### config.mk
export PLATFORM = sky130hd
export DESIGN_NAME = div32u16_seq
export DESIGN_NICKNAME = d
export VERILOG_FILES = /design/src/rtl/div32u16_seq.sv
export SDC_FILE = /design/constraint.sdc
export NUM_CORES = 1
export LEC_CHECK = 0
export CORE_ASPECT_RATIO = 2
export CORE_MARGIN = 2
export CORE_UTILIZATION = 30
export DETAILED_ROUTE_END_ITERATION = 16
export GPL_ROUTABILITY_DRIVEN = 0
export RECOVER_POWER = 100
export SLEW_MARGIN = 25
export SYNTH_ARGS = -nofsm -noshare
export SYNTH_HDL_FRONTEND = slang
export SYNTH_SLANG_ARGS = --single-unit
### constraint.sdc
create_clock -name clk -period 5 [get_ports clk]
set_input_delay 0.5 -clock clk [delete_from_list [all_inputs] [get_ports clk]]
set_output_delay 0.5 -clock clk [all_outputs]
set_load 0.02 [all_outputs]
### src/rtl/div32u16_seq.sv
// div32u16_seq: restoring shift-subtract divider, 32-bit dividend by 16-bit divisor,
// one quotient bit per cycle, with optional skipping of the low quotient bits.
module div32u16_seq #(
    parameter int SKIP_LSB = 0
) (
    input  logic        clk,
    input  logic        rst_n,
    input  logic        in_valid,
    output logic        in_ready,
    input  logic [31:0] O,
    input  logic [15:0] B,
    output logic        out_valid,
    input  logic        out_ready,
    output logic [15:0] Q,
    output logic [15:0] R,
    output logic        ovf
);
    localparam int N = 16 - SKIP_LSB;
    localparam logic [4:0] LAST = 5'(N - 1);

    typedef enum logic [1:0] {IDLE, CALC, DONE} state_t;

    state_t      r_state;
    state_t      w_next;
    logic [16:0] r_rem;
    logic [15:0] r_shf;
    logic [15:0] r_quo;
    logic [15:0] r_b;
    logic [4:0]  r_cnt;
    logic [15:0] r_q;
    logic [15:0] r_r;
    logic        r_ovf;

    logic        w_accept;
    logic        w_ovf_in;
    logic        w_last;
    logic        w_ge;
    logic [16:0] w_trial;
    logic [16:0] w_rem_next;
    logic [15:0] w_quo_next;

    assign in_ready   = (r_state == IDLE);
    assign out_valid  = (r_state == DONE);
    assign Q          = r_q;
    assign R          = r_r;
    assign ovf        = r_ovf;
    assign w_accept   = in_valid & in_ready;
    // A high half at or above the divisor means the quotient cannot fit; B == 0 lands here too.
    assign w_ovf_in   = (O[31:16] >= B);
    assign w_last     = (r_cnt == LAST);
    // The partial remainder is always below B, so shifting it left by one never loses a set bit.
    assign w_trial    = (r_rem << 1) | 17'(r_shf[15]);
    assign w_ge       = (w_trial >= {1'b0, r_b});
    assign w_rem_next = w_ge ? w_trial - {1'b0, r_b} : w_trial;
    assign w_quo_next = (r_quo << 1) | 16'(w_ge);

    // State register.
    always_ff @(posedge clk or negedge rst_n) begin
        if (!rst_n) begin
            r_state <= IDLE;
        end else begin
            r_state <= w_next;
        end
    end

    // Next-state: accept -> CALC (or straight to DONE on overflow), N iterations, then hold until taken.
    always_comb begin
        w_next = r_state;
        case (r_state)
            IDLE:    w_next = w_accept ? (w_ovf_in ? DONE : CALC) : IDLE;
            CALC:    w_next = w_last ? DONE : CALC;
            DONE:    w_next = out_ready ? IDLE : DONE;
            default: w_next = IDLE;
        endcase
    end

    // Datapath: load operands on accept, iterate in CALC, and update results only on entry to DONE.
    always_ff @(posedge clk or negedge rst_n) begin
        if (!rst_n) begin
            r_rem <= '0;
            r_shf <= '0;
            r_quo <= '0;
            r_b   <= '0;
            r_cnt <= '0;
            r_q   <= '0;
            r_r   <= '0;
            r_ovf <= 1'b0;
        end else begin
            case (r_state)
                IDLE: begin
                    if (w_accept) begin
                        r_b   <= B;
                        r_rem <= {1'b0, O[31:16]};
                        r_shf <= O[15:0];
                        r_quo <= '0;
                        r_cnt <= '0;
                        if (w_ovf_in) begin
                            r_q   <= 16'hFFFF;
                            r_r   <= 16'h0000;
                            r_ovf <= 1'b1;
                        end
                    end
                end
                CALC: begin
                    r_rem <= w_rem_next;
                    r_shf <= r_shf << 1;
                    r_quo <= w_quo_next;
                    r_cnt <= r_cnt + 5'd1;
                    if (w_last) begin
                        r_q   <= 16'(w_quo_next << SKIP_LSB);
                        r_r   <= 16'(w_rem_next);
                        r_ovf <= 1'b0;
                    end
                end
                default: begin
                end
            endcase
        end
    end
endmodule

==> results of run 1 <==
synth_stat cells, types with 5 or more instances:
cell type	n
sky130_fd_sc_hd__nand2_1	126
sky130_fd_sc_hd__dfrtp_1	103
sky130_fd_sc_hd__o21ai_0	47
sky130_fd_sc_hd__inv_1	40
sky130_fd_sc_hd__a21oi_1	37
sky130_fd_sc_hd__ha_1	34
sky130_fd_sc_hd__nor2_1	33
sky130_fd_sc_hd__clkbuf_1	26
sky130_fd_sc_hd__a31oi_1	20
sky130_fd_sc_hd__and3_1	17
sky130_fd_sc_hd__o22a_1	15
sky130_fd_sc_hd__nand3_1	13
sky130_fd_sc_hd__o2bb2ai_1	13
sky130_fd_sc_hd__mux2i_1	10
sky130_fd_sc_hd__nor3_1	7
sky130_fd_sc_hd__nand2b_1	6
sky130_fd_sc_hd__nand4_1	6
sky130_fd_sc_hd__a211oi_1	5
sky130_fd_sc_hd__xor2_1	5
cells by family after synthesis:
family / synth area share [%]
and+or+nand+nor: 17.3
AOI/OAI and AO/OA: 20.9
DFF: 45.5
buffers and inverters: 5.38
adders and majority gates: 7.86
muxes: 1.77
xor gates and xnor gates: 1.39
metal layers:
layer / wire, µm / vias up / GRT usage (%)
li1: - / 2349 / -
met1: 5920 / 2324 / 17.2
met2: 8470 / 84 / 29.2
met3: 561 / 41 / 2.81
met4: 837 / 0 / 10.3
met5: 0 / - / 0
worst max-delay path by stage:
stage	from	end	slack, ns	cells past startpoint
2_1_floorplan	r_rem[9]	r_rem[3]	2.51	10
3_3_place_gp	B[0]	R[12]	1.56	10
3_5_place_dp	B[0]	R[12]	1.57	10
4_1_cts	r_rem[9]	R[12]	1.77	8
5_1_grt	r_rem[9]	r_rem[4]	0.89	8
6_report	r_rem[9]	r_rem[9]	1.06	8
state kept, by name, indices dropped and copies added, names as in the netlist:
name,count
r_b,16
R,16
r_rem,16
r_cnt,5
Q,16
r_shf,16
r_quo,15
r_state,2
ovf,1
final cells by class:
| class | count | share of cell area [%] |
|---|---|---|
| timing repair buffer | 93 | 12.9 |
| clock inverter | 6 | 0.721 |
| clock buffer | 10 | 3.30 |
| tap | 219 | 3.95 |
| multi-input combinational | 454 | 39.9 |
| sequential | 103 | 37.1 |
| inverter | 40 | 2.16 |
power groups by stage:
| stage | Combinational, W | Clock (W) | Sequential, W |
|---|---|---|---|
| after floorplan | 0.00199 | 0 | 0.00153 |
| after global placement | 0.00286 | 0 | 0.00147 |
| after detailed placement | 0.00289 | 0 | 0.00148 |
| after CTS | 0.00290 | 0.000695 | 0.00147 |
| after global routing | 0.00313 | 0.000722 | 0.00151 |
| final | 0.00280 | 0.000680 | 0.00146 |
stage by stage:
step	worst slack [ns]	power (W)
2_1_floorplan	2.51	0.00352
3_3_place_gp	1.56	0.00434
3_5_place_dp	1.57	0.00437
4_1_cts	1.77	0.00507
5_1_grt	0.892	0.00536
6_report	1.06	0.00494
==> run summary, run 1 <==
SETUP PATH
----------------------------------------------------------------------------------------
Critical Path Slowest Stage Cell                                            sky130_fd_sc_hd__o41ai_1
Max FO, Critical Path                                                                 14
Largest delay share family, worst path                                      compound AO/OA/AOI/OAI gates
Required time reported for the critical path endpoint                            5.22 ns
Crit Path Category                                                          register to register
Worst r2r path cells                                                                   8
Largest stage delay on the critical path                                         1.37 ns
Register-to-register setup slack                                                 1.06 ns
Reg-to-reg startpoint                                                           r_rem[9]
Endpoint of the most critical register-to-register path                         r_rem[9]
Chain of cells forming the critical path                                    ha_1, a211oi_1, o21ba_1, nand2_1, o41ai_1, nand2_4, mux2i_1, a21oi_1
Type of element capturing the critical path                                     register
Critical Path Start Type                                                        register
Crit path DAT                                                                    4.16 ns
Worst path bufs/invs                                                                   0

PLACED DESIGN
----------------------------------------------------------------------------------------
I/O Buffers                                                                           86
Dpl cell area                                                                   6710 µm²
Dpl hpwl                                                                         11.6 mm
Placed insts                                                                         909

POWER AND IR DROP
----------------------------------------------------------------------------------------
Switching Power                                                                0.00226 W
Sequential share of power                                                          29.5%
Cell-internal power                                                            0.00268 W
Power per unit of standard cell area                                          711 nW/µm²
Largest vdd supply drop                                                         0.253 mV
Share of power burned in the clock network                                         13.8%
Switching share of power                                                           45.7%
Combinational group share of total power                                           56.7%
Leakage power                                                                    3.07 nW

LAYOUT
----------------------------------------------------------------------------------------
Seq. cell area                                                                  2580 µm²
Fin cells                                                                            925
Syn-to-layout area delta                                                           22.5%
Most frequent cells in the layout                                           127 x sky130_fd_sc_hd__nand2_1, 103 x sky130_fd_sc_hd__dfrtp_1, 48 x sky130_fd_sc_hd__o21ai_0, 48 x sky130_fd_sc_hd__clkdlybuf4s50_1, 40 x sky130_fd_sc_hd__inv_1
Post-Layout Inst Area                                                           6940 µm²
Net count, final                                                                     788
Number of filler instances in the final layout                                     1,936
ANT cells                                                                              0
Core utilization of the finished layout                                            37.2%
Fraction of final layout cells sized beyond drive strength 1                       3.68%
Most common cell after layout, fill and taps aside                          sky130_fd_sc_hd__nand2_1
Multi-input logic area                                                          2770 µm²

YOSYS
----------------------------------------------------------------------------------------
Top post-synthesis cells by area                                            sky130_fd_sc_hd__dfrtp_1 45%, sky130_fd_sc_hd__nand2_1 8.3%, sky130_fd_sc_hd__ha_1 7.5%
Cell count after synthesis                                                           633
Count of yosys warnings during synthesis                                               0
Share of async-settable or async-resettable flops after synthesis                   100%
Top_reg_cell synth                                                          sky130_fd_sc_hd__dfrtp_1
Post-synthesis sequential area ratio                                               45.5%
Number of flip-flops and latches in the synthesized netlist                          103
Fraction of post-synthesis cell area in the top cell type by area                  45.5%
Netlist Area Pre-Place                                                          5670 µm²
Number of enable-type register cells in the synthesized netlist                        0
Cell taking the most area after synthesis                                   sky130_fd_sc_hd__dfrtp_1
Synth cell types                                                                      56
Net count after synthesis                                                            720
Post-synthesis average cell area                                                8.96 µm²

FLOORPLAN
----------------------------------------------------------------------------------------
I/O pin count                                                                         87
Floorplan die area                                                            20,100 µm²
Std-Cell Core Area                                                            18,700 µm²
Std-Cell Rows                                                                         71
Die Wd                                                                            101 µm
Effective utilization at floorplan                                                 30.4%
Vertical die dimension                                                            198 µm

CLOCKING
----------------------------------------------------------------------------------------
Post-CTS sizing                                                                        0
CTS tree                                                                            done
H-tree depth                                                                           3
Worst-case clock buffer depth                                                          2
Clock buffers created by TritonCTS                                                     9
# clock sinks                                                                        103
Cell chosen for the clock root                                              sky130_fd_sc_hd__clkbuf_16
Clk pin slew, worst setup/hold paths                                             0.07 ns
Number of hold-repair buffers added at the cts stage                                   0
Clk Latency, worst-skew pair                                                     0.36 ns
Setup Buffers After CTS                                                                0

GRT
----------------------------------------------------------------------------------------
Total routing usage reported by global routing                                     16.3%
Via count of the first global-routing pass                                         4,972
Number of antenna violations at the first check in global routing                      0
Global-route congestion overflow total                                                 0
Maximum number of pins on one net before global-route repair                          60
Global-route wire length before repair                                           25.2 mm

JOB
----------------------------------------------------------------------------------------
Max-cap violations                                                                     3

ROUTE
----------------------------------------------------------------------------------------
Final wirelength                                                                 15.8 mm
WL/cell                                                                          17.1 µm
Number of search-and-repair iterations in the first detailed-routing pass              4
Initial DRC Count                                                                    242
Routed vias/inst                                                                    5.19
# DRC                                                                                  0
Via count                                                                          4,798
Post-detailed-route count of antenna-violating nets                                    0

TIMING
----------------------------------------------------------------------------------------
Slew headroom                                                                      -112%
Setup clock skew after layout                                                 0.00901 ns
Final hold slack                                                                0.488 ns
Highest clock rate                                                               254 MHz
Final setup TNS                                                                     0 ns
Fin crit period                                                                  3.94 ns
Worst-Margin Slew                                                                3.17 ns
Unrepaired setup endpoints after global routing                                       no
Hold Violations, Final                                                                 0
Setup violators final                                                                  0
Number of max-slew violations in the final report                                    111
Period Utilization, post-route                                                     78.8%

RUN STATUS
----------------------------------------------------------------------------------------
Outcome                                                                     finished, violations left
Violated checks                                                             capacitance limit, slew limit

HOLD PATH
----------------------------------------------------------------------------------------
Type of the tightest min-delay check                                        register to register
Number of cells on the worst hold path                                                 1
Hold path startpoint                                                               R[10]
Hold-critical path endpoint                                                        R[10]

Power figures use the tool's default switching activity.
==> inputs of run 2 (changes only) <==
==> constraint.sdc (replaced) <==
create_clock -name clk -period 3.8 [get_ports clk]
set_input_delay 0.38 -clock clk [delete_from_list [all_inputs] [get_ports clk]]
set_output_delay 0.38 -clock clk [all_outputs]
set_load 0.02 [all_outputs]
==> run 2 against run 1 <==
  * The run still ends with capacitance limit, slew limit left
  * First-iteration DRC count shrank 2.9%
  * Count of clock-buffer cells in the layout is the same
  * Largest cell class unchanged
  * Largest power group unchanged
  * Die area is the same
  * Power up 32%
  * Worst hold slack got worse by 0.017 ns
==> run summary, run 2 (same netlist as run 1, synthesis figures left out) <==
TIMING
----------------------------------------------------------------------------------------
Period Utilization, post-route                                                     85.4%   was 78.8%
Setup clock skew after layout                                                 0.00981 ns   was 0.00901 ns
Fin crit period                                                                  3.25 ns   was 3.94 ns
Slew headroom                                                                     -19.0%   was -112%
Final setup TNS                                                                     0 ns   unchanged
Minimum setup slack in the final design                                         0.553 ns   was 1.06 ns
Unrepaired setup endpoints after global routing                                       no   unchanged
Number of max-slew violations in the final report                                    154   was 111
Setup violators final                                                                  0   unchanged
Worst-Margin Slew                                                                1.79 ns   was 3.17 ns
Highest clock rate                                                               308 MHz   was 254 MHz
Hold Violations, Final                                                                 0   unchanged

SETUP PATH
----------------------------------------------------------------------------------------
Type of element capturing the critical path                                     register   unchanged
Max FO, Critical Path                                                                 14   unchanged
Worst r2r path cells                                                                   8   unchanged
Crit Path Category                                                          register to register   unchanged
Register-to-register setup slack                                                 0.55 ns   was 1.06 ns
Reg-to-reg startpoint                                                           r_rem[9]   unchanged
Critical Path Start Type                                                        register   unchanged
Endpoint of the most critical register-to-register path                         r_rem[4]   was r_rem[9]
Required time reported for the critical path endpoint                            4.02 ns   was 5.22 ns
Crit path DAT                                                                    3.47 ns   was 4.16 ns

PLACED DESIGN
----------------------------------------------------------------------------------------
Dpl hpwl                                                                         12.0 mm   was 11.6 mm
Worst-case setup slack after placement                                          0.777 ns   was 1.57 ns
I/O Buffers                                                                           86   unchanged
Dpl cell area                                                                   6740 µm²   was 6710 µm²

POWER AND IR DROP
----------------------------------------------------------------------------------------
Design Power                                                                   0.00654 W   was 0.00494 W
Sequential share of power                                                          29.3%   was 29.5%
Leakage power                                                                    3.08 nW   was 3.07 nW
Switching Power                                                                0.00298 W   was 0.00226 W
Share of power burned in the clock network                                         13.8%   about the same
Cell-internal power                                                            0.00357 W   was 0.00268 W
Largest vdd supply drop                                                         0.271 mV   was 0.253 mV
Combinational group share of total power                                           56.8%   was 56.7%
Switching share of power                                                           45.5%   was 45.7%
Power per unit of standard cell area                                          936 nW/µm²   was 711 nW/µm²

FLOORPLAN
----------------------------------------------------------------------------------------
Effective utilization at floorplan                                                 30.4%   unchanged
Die Wd                                                                            101 µm   unchanged
Std-Cell Core Area                                                            18,700 µm²   unchanged
I/O pin count                                                                         87   unchanged
Vertical die dimension                                                            198 µm   unchanged
Std-Cell Rows                                                                         71   unchanged
Floorplan die area                                                            20,100 µm²   unchanged

CLOCKING
----------------------------------------------------------------------------------------
Post-CTS sizing                                                                        0   unchanged
Clock buffers created by TritonCTS                                                     9   unchanged
Number of hold-repair buffers added at the cts stage                                   0   unchanged
H-tree depth                                                                           3   unchanged
Clk pin slew, worst setup/hold paths                                             0.07 ns   about the same
Setup Buffers After CTS                                                                0   unchanged
Cell chosen for the clock root                                              sky130_fd_sc_hd__clkbuf_16   unchanged
Worst-case clock buffer depth                                                          2   unchanged
CTS tree                                                                            done   unchanged
# clock sinks                                                                        103   unchanged
Clk Latency, worst-skew pair                                                     0.36 ns   about the same

LAYOUT
----------------------------------------------------------------------------------------
Number of filler instances in the final layout                                     1,993   was 1,936
Seq. cell area                                                                  2580 µm²   unchanged
ANT cells                                                                              0   unchanged
Net count, final                                                                     792   was 788
Fraction of final layout cells sized beyond drive strength 1                       4.08%   was 3.68%
Syn-to-layout area delta                                                           23.2%   was 22.5%
Core utilization of the finished layout                                            37.5%   was 37.2%
Multi-input logic area                                                          2780 µm²   was 2770 µm²
Post-Layout Inst Area                                                           6990 µm²   was 6940 µm²
Most common cell after layout, fill and taps aside                          sky130_fd_sc_hd__nand2_1   unchanged
Most frequent cells in the layout                                           126 x sky130_fd_sc_hd__nand2_1, 103 x sky130_fd_sc_hd__dfrtp_1, 48 x sky130_fd_sc_hd__o21ai_0, 48 x sky130_fd_sc_hd__clkdlybuf4s50_1, 40 x sky130_fd_sc_hd__inv_1   was 127 x sky130_fd_sc_hd__nand2_1, 103 x sky130_fd_sc_hd__dfrtp_1, 48 x sky130_fd_sc_hd__o21ai_0, 48 x sky130_fd_sc_hd__clkdlybuf4s50_1, 40 x sky130_fd_sc_hd__inv_1

GRT
----------------------------------------------------------------------------------------
Total routing usage reported by global routing                                     16.7%   was 16.3%
Global-route wire length before repair                                           25.5 mm   was 25.2 mm
Global-route congestion overflow total                                                 0   unchanged
Number of antenna violations at the first check in global routing                      0   unchanged
Maximum number of pins on one net before global-route repair                          71   was 60
Via count of the first global-routing pass                                         4,974   was 4,972

RUN STATUS
----------------------------------------------------------------------------------------
Outcome                                                                     finished, violations left   unchanged
Violated checks                                                             capacitance limit, slew limit   unchanged

ROUTE
----------------------------------------------------------------------------------------
Routed vias/inst                                                                    5.30   was 5.19
Number of search-and-repair iterations in the first detailed-routing pass              4   unchanged
Final wirelength                                                                 16.2 mm   was 15.8 mm
Initial DRC Count                                                                    235   was 242
WL/cell                                                                          17.4 µm   was 17.1 µm
# DRC                                                                                  0   unchanged
Post-detailed-route count of antenna-violating nets                                    0   unchanged
Via count                                                                          4,927   was 4,798

HOLD PATH
----------------------------------------------------------------------------------------
Type of the tightest min-delay check                                        input pin to async pin   was register to register

JOB
----------------------------------------------------------------------------------------
Max-cap violations                                                                     3   unchanged

run 2: metrics by stage:
stage,hold slack (ns),instances
2_1_floorplan,0.0844,633
6_report,0.471,929
4_1_cts,0.178,929
5_1_grt,0.506,929
3_5_place_dp,0.472,913
3_3_place_gp,0.461,913
run 2: worst max path at each step:
stage / end / slack [ns] / startpoint
global route: r_rem[5] / 0.40 / r_rem[9]
finish: r_rem[4] / 0.55 / r_rem[9]
CTS: r_rem[4] / 0.93 / r_rem[9]
floorplan: r_rem[3] / 1.31 / r_rem[9]
global placement: R[12] / 0.78 / B[9]
detailed placement: R[12] / 0.78 / B[9]
run 2: per-layer routing:
metal | track usage [%] | share of wire, % | up-vias
met5 | 0 | 0 | -
met4 | 10.2 | 5.1 | 0
met3 | 2.78 | 3.0 | 45
met2 | 29.8 | 55 | 89
met1 | 17.8 | 37 | 2433
li1 | - | - | 2360
run 2: area by class of cell:
| class | count | area share, % |
|---|---|---|
| Tap cell | 219 | 3.92 |
| Sequential cell | 103 | 36.9 |
| Multi-Input combinational cell | 454 | 39.8 |
| Clock buffer | 10 | 3.42 |
| Clock inverter | 6 | 0.752 |
| Inverter | 40 | 2.15 |
| Timing Repair Buffer | 97 | 13.1 |
run 2: critical path, stage by stage (launching register included):
cell                       delay [ns]
sky130_fd_sc_hd__dfrtp_1         0.41
sky130_fd_sc_hd__ha_1            0.40
sky130_fd_sc_hd__a211oi_1        0.34
sky130_fd_sc_hd__o21ba_1         0.29
sky130_fd_sc_hd__nand2_2         0.09
sky130_fd_sc_hd__o41ai_2         0.83
sky130_fd_sc_hd__nand2_4         0.31
sky130_fd_sc_hd__mux2i_1         0.33
sky130_fd_sc_hd__a21oi_1         0.11
run 2: power by group through the flow:
stage / registers (W) / logic, W / clock network [W]
3_5_place_dp: 0.00194 / 0.00383 / 0
4_1_cts: 0.00193 / 0.00385 / 0.000933
5_1_grt: 0.00198 / 0.00415 / 0.000976
6_report: 0.00192 / 0.00372 / 0.000905
2_1_floorplan: 0.00201 / 0.00262 / 0
3_3_place_gp: 0.00194 / 0.00380 / 0
==> inputs of run 3 (changes only) <==
--- a/config.mk
+++ b/config.mk
@@ -5,9 +5,11 @@
 export SDC_FILE = /design/constraint.sdc
 export NUM_CORES = 1
 export LEC_CHECK = 0
+export CAP_MARGIN = 40
 export CORE_ASPECT_RATIO = 2
-export CORE_MARGIN = 2
+export CORE_MARGIN = 8
 export CORE_UTILIZATION = 30
+export CTS_BUF_LIST = sky130_fd_sc_hd__clkbuf_8 sky130_fd_sc_hd__clkbuf_16
 export DETAILED_ROUTE_END_ITERATION = 16
 export GPL_ROUTABILITY_DRIVEN = 0
 export RECOVER_POWER = 100
==> run 3 against run 2 <==
  * The run now ends clean
  * Sequential power is essentially flat
  * Largest cell class unchanged
  * Clock skew about the same
  * Die area increased by 19%
  * Largest power group unchanged
  * Flip-flop and latch count unchanged
==> run summary, run 3 (same netlist as run 1, synthesis figures left out) <==
TIMING
----------------------------------------------------------------------------------------
Worst-Margin Slew                                                                1.42 ns   was 1.79 ns
Setup clock skew after layout                                                  0.0101 ns   was 0.00981 ns
Number of max-slew violations in the final report                                      0   was 154
Final setup TNS                                                                     0 ns   unchanged
Unrepaired setup endpoints after global routing                                       no   unchanged
Setup violators final                                                                  0   unchanged
Highest clock rate                                                               314 MHz   was 308 MHz
Slew headroom                                                                      5.04%   was -19.0%
Fin crit period                                                                  3.19 ns   was 3.25 ns
Period Utilization, post-route                                                     83.9%   was 85.4%
Hold Violations, Final                                                                 0   unchanged

SETUP PATH
----------------------------------------------------------------------------------------
Register-to-register setup slack                                                 0.61 ns   was 0.55 ns
Largest stage delay on the critical path                                         0.82 ns   was 0.83 ns
Critical Path Slowest Stage Cell                                            sky130_fd_sc_hd__o41ai_2   unchanged
Type of element capturing the critical path                                     register   unchanged
Max FO, Critical Path                                                                 14   unchanged
Crit Path Category                                                          register to register   unchanged
Required time reported for the critical path endpoint                            4.01 ns   was 4.02 ns
Chain of cells forming the critical path                                    ha_1, a211oi_2, o21ba_1, nand2_1, o41ai_2, nand2_4, mux2i_1, a21oi_1   was ha_1, a211oi_1, o21ba_1, nand2_2, o41ai_2, nand2_4, mux2i_1, a21oi_1
Crit path DAT                                                                    3.40 ns   was 3.47 ns
Critical Path Start Type                                                        register   unchanged

ROUTE
----------------------------------------------------------------------------------------
Final wirelength                                                                 16.5 mm   was 16.2 mm
Routed length on met3                                                             611 µm   was 477 µm
Number of search-and-repair iterations in the first detailed-routing pass              5   was 4
Via count                                                                          4,857   was 4,927
Uppermost routed layer                                                              met4   unchanged
Post-detailed-route count of antenna-violating nets                                    0   unchanged
# DRC                                                                                  0   unchanged
Met2 WL post-DR                                                                  9.22 mm   was 8.90 mm
Initial DRC Count                                                                    165   was 235
WL/cell                                                                          17.7 µm   was 17.4 µm
Routed vias/inst                                                                    5.22   was 5.30
Total routed wire length on the met1 layer                                       6.05 mm   was 5.96 mm

LAYOUT
----------------------------------------------------------------------------------------
Net count, final                                                                     795   was 792
ANT cells                                                                              0   unchanged
Most frequent cells in the layout                                           127 x sky130_fd_sc_hd__nand2_1, 103 x sky130_fd_sc_hd__dfrtp_1, 49 x sky130_fd_sc_hd__clkdlybuf4s50_1   was 126 x sky130_fd_sc_hd__nand2_1, 103 x sky130_fd_sc_hd__dfrtp_1, 48 x sky130_fd_sc_hd__o21ai_0, 48 x sky130_fd_sc_hd__clkdlybuf4s50_1, 40 x sky130_fd_sc_hd__inv_1
Syn-to-layout area delta                                                           24.2%   was 23.2%
Fraction of final layout cells sized beyond drive strength 1                       4.07%   was 4.08%
Number of filler instances in the final layout                                     1,914   was 1,993
Core utilization of the finished layout                                            37.7%   was 37.5%
Most common cell after layout, fill and taps aside                          sky130_fd_sc_hd__nand2_1   unchanged

GRT
----------------------------------------------------------------------------------------
Total routing usage reported by global routing                                     14.2%   was 16.7%
Global-route wire length before repair                                           26.5 mm   was 25.5 mm
Global-route congestion overflow total                                                 0   unchanged
Number of antenna violations at the first check in global routing                      0   unchanged
Via count of the first global-routing pass                                         5,114   was 4,974
Maximum number of pins on one net before global-route repair                          49   was 71

FLOORPLAN
----------------------------------------------------------------------------------------
Floorplan die area                                                            23,800 µm²   was 20,100 µm²
Effective utilization at floorplan                                                 30.4%   unchanged
I/O pin count                                                                         87   unchanged
Die Wd                                                                            113 µm   was 101 µm
Vertical die dimension                                                            210 µm   was 198 µm
Std-Cell Rows                                                                         71   unchanged
Std-Cell Core Area                                                            18,700 µm²   unchanged

CLOCKING
----------------------------------------------------------------------------------------
Clock buffers created by TritonCTS                                                     9   unchanged
H-tree depth                                                                           3   unchanged
Cell chosen for the clock root                                              sky130_fd_sc_hd__clkbuf_16   unchanged
Clk pin slew, worst setup/hold paths                                             0.07 ns   about the same
Setup Buffers After CTS                                                                0   unchanged
# clock sinks                                                                        103   unchanged
Number of hold-repair buffers added at the cts stage                                   1   was 0
Clk Latency, worst-skew pair                                                     0.35 ns   was 0.36 ns
CTS tree                                                                            done   unchanged
Worst-case clock buffer depth                                                          2   unchanged
Post-CTS sizing                                                                        0   unchanged

POWER AND IR DROP
----------------------------------------------------------------------------------------
Power per unit of standard cell area                                          942 nW/µm²   was 936 nW/µm²
Leakage power                                                                    3.12 nW   was 3.08 nW
Largest vdd supply drop                                                         0.329 mV   was 0.271 mV

HOLD PATH
----------------------------------------------------------------------------------------
Type of the tightest min-delay check                                        register to register   was input pin to async pin

PLACED DESIGN
----------------------------------------------------------------------------------------
Dpl hpwl                                                                         12.5 mm   was 12.0 mm
I/O Buffers                                                                           86   unchanged

JOB
----------------------------------------------------------------------------------------
Max-cap violations                                                                     0   was 3

RUN STATUS
----------------------------------------------------------------------------------------
Outcome                                                                        completed   was finished, violations left

-- run 3: where the power goes --
group / leakage, nW / switching [W] / internal [W] / total (W)
logic: 1.74 / 0.00223 / 0.00153 / 0.00376
clock network: 0.146 / 0.000435 / 0.000515 / 0.000949
registers: 1.23 / 0.000323 / 0.00160 / 0.00192
-- run 3: path summary, 6_finish.rpt --
path,start,cells after the start,to
max in group asynchronous,rst_n,3,r_rem[13]
hold / removal,Q[12],1,Q[12]
setup reg to reg,r_rem[9],8,r_rem[11]
setup / recovery,r_rem[9],8,r_rem[11]
min in group asynchronous,rst_n,2,R[0]
hold reg to reg,Q[12],1,Q[12]
-- run 3: area by class of cell --
class | count | area (µm²) | area share, %
multi-input combinational | 454 | 2780 | 39.5
sequential | 103 | 2580 | 36.6
timing repair buffer | 100 | 965 | 13.7
tap | 219 | 274 | 3.89
clock buffer | 9 | 225 | 3.20
inverter | 40 | 150 | 2.13
clock inverter | 6 | 70.1 | 0.995
-- run 3: critical path: cells and delay by family (launching register included) --
kind	cells	cell delay (ns)
adder cells (fa/ha/maj)	1	0.40
flip-flops	1	0.41
AO/OA/AOI/OAI	4	1.48
AND/OR/NAND/NOR	2	0.42
multiplexers	1	0.32
-- run 3: routing by layer --
layer | vias up | GRT usage, %
met5 | - | 0
met3 | 37 | 2.35
met2 | 98 | 26.7
met4 | 0 | 7.82
met1 | 2357 | 14.4
li1 | 2365 | -
-- run 3: through the flow --
stage                     instance area [µm²]  total power [W]  instances  hold slack (ns)  worst slack, ns
after floorplan                          5670          0.00464        633           0.0844             1.31
after global placement                   6730          0.00574        912            0.463            0.710
after detailed placement                 6800          0.00583        915            0.309            0.686
after CTS                                7100          0.00682        931            0.469            0.880
after global routing                     7040          0.00721        931            0.504            0.392
final                                    7040          0.00664        931            0.486            0.613
